### src/rtl/poly_reduce.sv
// poly_reduce: folds the raw product of the polynomial multiplier modulo
// x^757 - x - 1 and reduces every coefficient modulo q.
//
// Ports
//   clk        system clock, rising edge
//   rst        asynchronous active-high reset
//   start      begin a reduction (sampled in IDLE only)
//   deg        degree of the product held in product memory (0..1512)
//   prod_addr  product memory read address
//   prod_data  product memory read data, valid one cycle after prod_addr
//   out_addr   result memory write address (0..P-1)
//   out_data   reduced coefficient (0..Q-1)
//   out_we     result memory write strobe, one pulse per coefficient
//   busy       reduction in progress
//   done       completion level, cleared by the next accepted start
module poly_reduce #(
    parameter int unsigned P         = 757,
    parameter int unsigned Q         = 4591,
    parameter int unsigned MOD_STEPS = 16
) (
    input  logic        clk,
    input  logic        rst,
    input  logic        start,
    input  logic [10:0] deg,
    output logic [10:0] prod_addr,
    input  logic [25:0] prod_data,
    output logic [9:0]  out_addr,
    output logic [12:0] out_data,
    output logic        out_we,
    output logic        busy,
    output logic        done
);

    localparam int unsigned AW    = 11;
    localparam int unsigned JW    = 10;
    localparam int unsigned CW    = 13;
    localparam int unsigned ACC_W = 28;
    localparam int unsigned SW    = 4;

    typedef enum logic [2:0] {
        S_IDLE,
        S_RD_A,
        S_RD_B,
        S_RD_C,
        S_ACC,
        S_MOD,
        S_WR,
        S_DONE
    } state_t;

    state_t             state, state_n;
    logic [JW-1:0]      j, j_n;
    logic [ACC_W-1:0]   acc, acc_n;
    logic [SW-1:0]      s, s_n;
    logic [AW-1:0]      prod_addr_n;
    logic [JW-1:0]      out_addr_n;
    logic [CW-1:0]      out_data_n;
    logic               out_we_n;
    logic               busy_n;
    logic               done_n;

    logic [AW-1:0]      addr_lo;
    logic [AW-1:0]      addr_hi;
    logic [AW-1:0]      addr_mid;
    logic [ACC_W-1:0]   data_ext;
    logic [ACC_W-1:0]   sum;

    // One restoring-subtraction step against Q shifted left by sh.
    function automatic logic [ACC_W-1:0] mod_step(input logic [ACC_W-1:0] a,
                                                  input logic [SW-1:0]    sh);
        logic [ACC_W-1:0] qs;
        qs = ACC_W'(Q) << sh;
        return (a >= qs) ? (a - qs) : a;
    endfunction

    // Read addresses of the three terms that fold into coefficient j.
    assign addr_lo  = AW'(j);
    assign addr_hi  = AW'(j) + AW'(P);
    assign addr_mid = AW'(j) + AW'(P - 1);
    assign data_ext = ACC_W'(prod_data);

    // State and datapath registers.
    always_ff @(posedge clk or posedge rst) begin
        if (rst) begin
            state     <= S_IDLE;
            j         <= '0;
            acc       <= '0;
            s         <= '0;
            prod_addr <= '0;
            out_addr  <= '0;
            out_data  <= '0;
            out_we    <= 1'b0;
            busy      <= 1'b0;
            done      <= 1'b0;
        end else begin
            state     <= state_n;
            j         <= j_n;
            acc       <= acc_n;
            s         <= s_n;
            prod_addr <= prod_addr_n;
            out_addr  <= out_addr_n;
            out_data  <= out_data_n;
            out_we    <= out_we_n;
            busy      <= busy_n;
            done      <= done_n;
        end
    end

    // Next-state and next-output logic; outputs are computed one cycle
    // ahead so that the registered values line up with the state they
    // belong to.
    always_comb begin
        state_n     = state;
        j_n         = j;
        acc_n       = acc;
        s_n         = s;
        prod_addr_n = prod_addr;
        out_addr_n  = out_addr;
        out_data_n  = out_data;
        out_we_n    = 1'b0;
        busy_n      = busy;
        done_n      = done;
        sum         = '0;

        unique case (state)
            S_IDLE: begin
                if (start) begin
                    state_n     = S_RD_A;
                    j_n         = '0;
                    acc_n       = '0;
                    done_n      = 1'b0;
                    busy_n      = 1'b1;
                    prod_addr_n = '0;
                end
            end
            S_RD_A: begin
                state_n     = S_RD_B;
                prod_addr_n = addr_hi;
            end
            S_RD_B: begin
                // data for c_j
                if (addr_lo <= deg) begin
                    acc_n = acc + data_ext;
                end
                state_n     = S_RD_C;
                prod_addr_n = addr_mid;
            end
            S_RD_C: begin
                // data for c_{757+j}
                if (addr_hi <= deg) begin
                    acc_n = acc + data_ext;
                end
                state_n = S_ACC;
            end
            S_ACC: begin
                // data for c_{756+j}; the s=15 subtraction step rides along
                // with the last add so that a coefficient costs 20 cycles.
                sum = acc;
                if ((j != '0) && (addr_mid <= deg)) begin
                    sum = acc + data_ext;
                end
                acc_n   = mod_step(sum, SW'(MOD_STEPS - 1));
                s_n     = SW'(MOD_STEPS - 2);
                state_n = S_MOD;
            end
            S_MOD: begin
                acc_n = mod_step(acc, s);
                if (s == '0) begin
                    state_n    = S_WR;
                    out_we_n   = 1'b1;
                    out_addr_n = j;
                    out_data_n = acc_n[CW-1:0];
                end else begin
                    s_n = s - SW'(1);
                end
            end
            S_WR: begin
                if (j == JW'(P - 1)) begin
                    state_n = S_DONE;
                    busy_n  = 1'b0;
                end else begin
                    j_n         = j + JW'(1);
                    acc_n       = '0;
                    prod_addr_n = AW'(j) + AW'(1);
                    state_n     = S_RD_A;
                end
            end
            S_DONE: begin
                done_n  = 1'b1;
                state_n = S_IDLE;
            end
            default: begin
                state_n = S_IDLE;
            end
        endcase
    end

endmodule

### config.mk
export PLATFORM = sky130hd
export DESIGN_NAME = poly_reduce
export DESIGN_NICKNAME = d
export VERILOG_FILES = /design/src/rtl/poly_reduce.sv
export SDC_FILE = /design/constraint.sdc
export NUM_CORES = 1
export LEC_CHECK = 0
export CORE_MARGIN = 8
export CORE_UTILIZATION = 50
export CTS_CLUSTER_DIAMETER = 100
export DETAILED_ROUTE_END_ITERATION = 8
export GPL_TIMING_DRIVEN = 1
export PLACE_DENSITY = 0.7
export SETUP_SLACK_MARGIN = 0.1
export SYNTH_ARGS = -nofsm -noshare
export SYNTH_HDL_FRONTEND = slang
export SYNTH_SLANG_ARGS = --single-unit
### constraint.sdc
create_clock -name clk -period 5.2 [get_ports clk]
set_input_delay 0.52 -clock clk [delete_from_list [all_inputs] [get_ports clk]]
set_output_delay 0.52 -clock clk [all_outputs]
set_load 0.01 [all_outputs]
==> results of run 1 <==
-- logic make-up after synthesis --
group | after synthesis | share of synthesized area (%)
mux | 25 | 2.95
fa+ha+maj | 101 | 14.3
flops | 82 | 22.9
buf+inv | 96 | 4.13
simple gates | 351 | 18.9
xor+xnor | 69 | 6.84
compound gates | 406 | 29.9
-- flip-flops by register name, indices dropped and copies added, names as in the netlist --
name	cells
busy	1
out_addr	10
j	10
out_we	1
acc	28
s	4
out_data	13
state	3
prod_addr	11
done	1
-- worst max-delay path, delay by kind of cell (launching register included) --
kind	cells	cell delay, ns
buffers and inverters	4	0.65
flip-flops	1	0.47
AO/OA/AOI/OAI	9	2.16
AND/OR/NAND/NOR	2	0.26
adder cells (fa/ha/maj)	4	1.07
-- cell usage in the layout (no fill, tap or decap), types with 10 or more instances in the layout --
cell             count
a21oi_1             99
dfrtp_1             82
ha_1                99
a31oi_1             13
buf_4               21
nand2_1            115
nand2b_1            22
xor2_1              31
o21ai_0            104
clkdlybuf4s50_1     76
nor2b_1             15
a21o_1              30
o211ai_1            13
inv_1               44
nor3_1              10
nor2_1              93
o31ai_1             11
xnor2_1             37
and2_1              10
mux2i_1             16
o21a_1              11
a22oi_1             14
nand4_1             14
nand3_1             27
a211oi_1            16
-- layer usage --
layer / share of wire (%) / wire length (µm)
met5: 0 / 0
met4: 4.4 / 1190
met3: 5.0 / 1380
met2: 45 / 12400
met1: 45 / 12400
-- cell type report --
class | instances | area share (%)
repair buffers | 97 | 8.94
well taps | 229 | 2.79
flip-flops and latches | 82 | 20.0
clock buffers | 9 | 2.19
clock inverters | 7 | 0.901
multi-input cells | 952 | 63.6
inverters | 45 | 1.66
-- per-stage QoR --
step / cells / cell area [µm²] / total power, mW / utilization [%]
after global routing: 1421 / 10300 / 5.50 / 57.8
after floorplan: 1130 / 8950 / 3.44 / -
after global placement: 1405 / 9960 / 4.32 / 56.0
after CTS: 1421 / 10300 / 5.06 / 57.8
after detailed placement: 1405 / 9960 / 4.34 / 56.0
final: 1421 / 10300 / 5.11 / 57.8
-- where the power goes --
group          switching, mW  total (mW)  internal, mW
clock                  0.315       0.702         0.387
combinational           1.93        3.37          1.44
sequential             0.224        1.03         0.806
-- worst min path at each step --
stage | startpoint | end | cells after the start
3_5_place_dp | out_data[7] | out_data[7] | 2
4_1_cts | prod_addr[2] | prod_addr[2] | 1
3_3_place_gp | prod_addr[2] | prod_addr[2] | 1
6_report | prod_addr[7] | prod_addr[7] | 1
5_1_grt | prod_addr[7] | prod_addr[7] | 1
2_1_floorplan | acc[0] | acc[0] | 2
==> impl_metrics.csv, run 1 <==
group,metric,value,unit
synthesis,synthTopCellsByCount,"nand2_1, o21ai_0, a21oi_1, ha_1, nor2_1",
die,rows,49,
grt,antenna_found_initial,0,
setup_path,path_class,"flop to flop",
setup_path,crit_required,5.42,ns
sta,timing.hold.ws,0.477,ns
grt,met3_usage,3.33,%
clock_network,holdBufCountCts,0,
power_and_ir_drop,p_per_area,497,mW/mm²
synthesis,yosys.area.top_type_share,22.9,%
place,dp_slack,0.395,ns
layout,area.growth.synth_to_final,14.9,%
grt,gr-usage-met2,38.5,%
grt,gr-usage-met1,32.5,%
setup_path,reg2reg_slack,0.41,ns
die,die_w,150,µm
layout,multiInputGateArea,0.00653,mm²
synthesis,synth.area.top_cells,"dfrtp_1, ha_1, o21ai_0, a21oi_1, nand2_1",
synthesis,yosys.area.top_type,"dfrtp_1",
place,gp_congestion,0.939,
synthesis,ys_seq_elements,82,
synthesis,async_flop_share,100,%
synthesis,synth_area_per_cell,7.92,µm²
detailed_routing,vias,8862,
detailed_routing,drtPass1Iterations,5,
grt,grt_pass1_wl,44000,µm
detailed_routing,viasPerCell,6.24,
power_and_ir_drop,ir_drop,0.302,mV
sta,relSlewSlack,27.9,%
detailed_routing,remaining_drc_errors,0,
detailed_routing,drt-wirelength-per-cell,19.3,µm
worst_hold_path,hp-class,"flop to flop",
synthesis,syn-num-nets,1271,
sta,rsz0062_at_grt,"false",
place,post-dp-hpwl,21300,µm
clock_network,htree_num_levels,3,
synthesis,synth_cells,1130,
grt,grt_usage,24.5,%
place,numPortBuffers,76,
grt,top_usage_layer,"met2",
sta,worstMarginPinSlew,1.08,ns
sta,finalSetupTns,0,ns
sta,drv_slew,0,
sta,post-route-period-util,92.1,%
detailed_routing,drtAntennaViolNets,0,
synthesis,synth_edf_count,0,
setup_path,critPathSlowestCell,"o21ai_0",
sta,fmax,209,MHz
die,dieArea,0.0224,mm²
power_and_ir_drop,p_leak,4.48,nW
synthesis,ys_types,85,
layout,layout.nets,1328,
die,start_util,50.3,%
synthesis,yosysSeqAreaShare,22.9,%
setup_path,rr_worst_depth,19,
clock_network,cts.sinks,82,
sta,setup_slack,0.409,ns
layout,nFillCells,1643,
die,die_h,150,µm
sta,finClkSkew,0.0122,ns
outcome,status,"finished clean",
setup_path,crit_path_start,"s[1]",
clock_network,worstSkewPairLatency,0.36,ns
clock_network,cts-resized-gates,0,
synthesis,synth_warnings,0,
layout,seqCellArea,0.00205,mm²
setup_path,endpoint,"acc[10]",
detailed_routing,routed_wl,27400,µm
clock_network,clk_path_buf_depth,2,
synthesis,netlist_area,0.00895,mm²
clock_network,root_buffer,"clkbuf_16",
job,drv_cap,0,
setup_path,startpoint_type,"flop",
synthesis,ys.flop_type,"dfrtp_1",
setup_path,timing.rr.start,"s[1]",
setup_path,crit_top_cell,"ha_1",
clock_network,cts_inserted_buffers,9,
setup_path,end_kind,"flop",
grt,first_global_vias,8349,
setup_path,critical_path.max_fanout,19,
layout,antennaDiodeCount,0,
synthesis,synth.most_common_cell,"nand2_1",
setup_path,slowest_delay,0.51,ns
layout,final_layout_size_suffix_gt1_share,6.21,%
sta,finalHoldViolations,0,
clock_network,cts_tree,"built",
detailed_routing,drtIter0Drc,769,
setup_path,crit_path_cell_trace,"inv_1, ha_1, ha_1, nor2b_1, ha_1, inv_1, fa_1, a21o_1, a21oi_1, o211ai_1, a2111oi_1, buf_4, o2111a_1, o21bai_2, buf_4, o21ai_0, nor2_1, a21oi_1, o21ai_0",
grt,grt_max_degree,54,
clock_network,path_clk_slew,0.07,ns
sta,setup_viol,0,
die,io-pin-count,77,
sta,fin_crit,4.79,ns
clock_network,postCtsSetupBuffers,0,
die,core,0.0178,mm²
setup_path,r2r-end,"acc[10]",
setup_path,crit_arrival,5.01,ns
grt,globalRouteOverflowTotal,0,
No activity file was read; power rests on OpenSTA's default activity.
==> inputs of run 2 (changes only) <==
CAP_MARGIN = 20   (was unset)
CORE_UTILIZATION = 60   (was 50)
PLACE_DENSITY = 0.81   (was 0.7)
==> run 2 against run 1 <==
Compared with the run above: combinational power increased by 1%; worst hold slack got worse by 0.12 ns; critical path depth did not move; largest cell class unchanged; largest power group unchanged.
==> impl_metrics.csv, run 2 (synthesis results as in run 1) <==
group,metric,value,unit
setup_path,endpoint,"acc[25]",
sta,finalSetupTns,0,ns
grt,first_global_vias,8627,
place,post-dp-hpwl,20900,µm
clock_network,postCtsSetupBuffers,0,
setup_path,crit_path_cell_trace,"inv_1, ha_1, ha_1, nor2b_1, ha_1, inv_1, fa_1, a21o_1, a21oi_1, o211ai_1, a2111oi_0, buf_4, o2111a_1, o21bai_2, buf_4, o21bai_2, nor2_1, a221oi_1, o21ai_0",
die,dieArea,0.0191,mm²
setup_path,critical_path.max_fanout,19,
grt,grt_pass1_wl,43800,µm
place,numPortBuffers,76,
detailed_routing,drtPass1Iterations,6,
setup_path,path_class,"flop to flop",
sta,setup_viol,0,
detailed_routing,viasPerCell,6.50,
layout,seqCellArea,0.00205,mm²
place,placed_cell_area,0.00993,mm²
sta,fmax,214,MHz
layout,antennaDiodeCount,0,
layout,fin_area,0.0103,mm²
layout,layout.nets,1333,
layout,final_layout_size_suffix_gt1_share,6.60,%
power_and_ir_drop,ir_drop,0.347,mV
layout,multiInputGateArea,0.00653,mm²
layout,layout.cells.non_filler,1381,
setup_path,r2r-end,"acc[25]",
outcome,status,"finished clean",
layout,area.growth.synth_to_final,14.7,%
setup_path,crit_arrival,4.88,ns
clock_network,holdBufCountCts,0,
setup_path,reg2reg_slack,0.53,ns
detailed_routing,drt-wirelength-per-cell,19.3,µm
detailed_routing,routed_wl,26700,µm
sta,finClkSkew,0.00838,ns
detailed_routing,remaining_drc_errors,0,
sta,worstMarginPinSlew,1.07,ns
clock_network,root_buffer,"clkbuf_16",
die,start_util,61.6,%
sta,finalHoldViolations,0,
setup_path,rr_worst_depth,19,
place,dp_slack,0.450,ns
grt,globalRouteOverflowTotal,0,
setup_path,critPathSlowestCell,"a2111oi_0",
grt,grt_max_degree,56,
setup_path,timing.rr.start,"s[0]",
setup_path,crit_top_cell,"ha_1",
layout,largestRegisters,"acc x28, out_data x13, prod_addr x11",
sta,drv_slew,0,
clock_network,cts_inserted_buffers,9,
detailed_routing,vias,8979,
power_and_ir_drop,p_per_area,496,mW/mm²
clock_network,clk_path_buf_depth,2,
sta,setup_slack,0.533,ns
clock_network,htree_num_levels,3,
die,rows,44,
setup_path,crit_path_start,"s[0]",
layout,mostFrequentLayoutCell,"nand2_1",
place,dp.cells,1364,
clock_network,cts_tree,"built",
grt,grt_usage,27.2,%
detailed_routing,drtIter0Drc,850,
clock_network,path_clk_slew,0.07,ns
sta,post-route-period-util,89.7,%
die,io-pin-count,77,
setup_path,slowest_delay,0.46,ns
sta,fin_crit,4.67,ns
clock_network,cts.sinks,82,
clock_network,worstSkewPairLatency,0.35,ns
layout,layout_common_cells,"nand2_1, o21ai_0, a21oi_1, ha_1, nor2_1",
die,die_w,138,µm
worst_hold_path,hp-class,"input port to async pin",
clock_network,cts-resized-gates,0,
detailed_routing,drtAntennaViolNets,0,
setup_path,startpoint_type,"flop",
layout,largest_register_ffs,28,
die,core,0.0145,mm²
layout,regMostFlops,"acc",
setup_path,crit_required,5.41,ns
place,gp_congestion,0.947,
sta,rsz0062_at_grt,"false",
sta,relSlewSlack,28.8,%
power_and_ir_drop,p_leak,4.51,nW
grt,antenna_found_initial,0,
setup_path,end_kind,"flop",
die,die_h,138,µm
layout,nFillCells,1243,
job,drv_cap,0,
-- run 2: cell count changes in the layout (fill, tap and decap cells not counted), sizes merged --
cell | previous run | this run
buf | 21 | 26
clkinv | 2 | 4
clkinvlp | 0 | 1
inv | 49 | 46
-- run 2: area by class of cell --
cell class	instances	share of cell area, %
Sequential cell	82	20.0
Multi-Input combinational cell	952	63.6
Inverter	45	1.66
Clock buffer	9	2.19
Clock inverter	7	0.756
Tap cell	184	2.24
Timing Repair Buffer	102	9.51
-- run 2: worst max-delay path, delay by kind of cell, from the launching register on --
family | cells | cell delay (ns)
AOI/OAI and AO/OA | 9 | 2.15
adders and majority gates | 4 | 1.04
buffers and inverters | 4 | 0.63
DFF | 1 | 0.45
and+or+nand+nor | 2 | 0.23
-- run 2: layer usage --
| metal | global-route usage [%] | part of all wire (%) |
|---|---|---|
| met5 | 0 | 0 |
| met1 | 34.8 | 43 |
| met3 | 5.72 | 7.1 |
| met2 | 42.8 | 45 |
| met4 | 13.6 | 4.2 |
-- run 2: how the worst min path moves through the flow --
stage | startpoint | to | slack (ns) | depth (start not counted)
after global placement | out_addr[0] | out_addr[0] | 0.46 | 2
after detailed placement | prod_addr[6] | prod_addr[6] | 0.47 | 2
after global routing | rst | out_data[12] | 0.37 | 2
after floorplan | acc[0] | acc[0] | 0.49 | 2
final | rst | out_data[12] | 0.36 | 2
after CTS | prod_addr[10] | prod_addr[10] | 0.48 | 2
-- run 2: stage by stage --
step | power [mW] | utilization, % | hold slack (ns)
6_report | 5.09 | 70.6 | 0.356
5_1_grt | 5.49 | 70.6 | 0.371
2_1_floorplan | 3.44 | - | 0.492
3_5_place_dp | 4.35 | 68.3 | 0.471
4_1_cts | 5.04 | 70.4 | 0.485
3_3_place_gp | 4.30 | 68.3 | 0.460
-- run 2: report_power, final --
group	internal (mW)	switching (mW)
sequential	0.807	0.201
clock	0.377	0.292
combinational	1.47	1.94
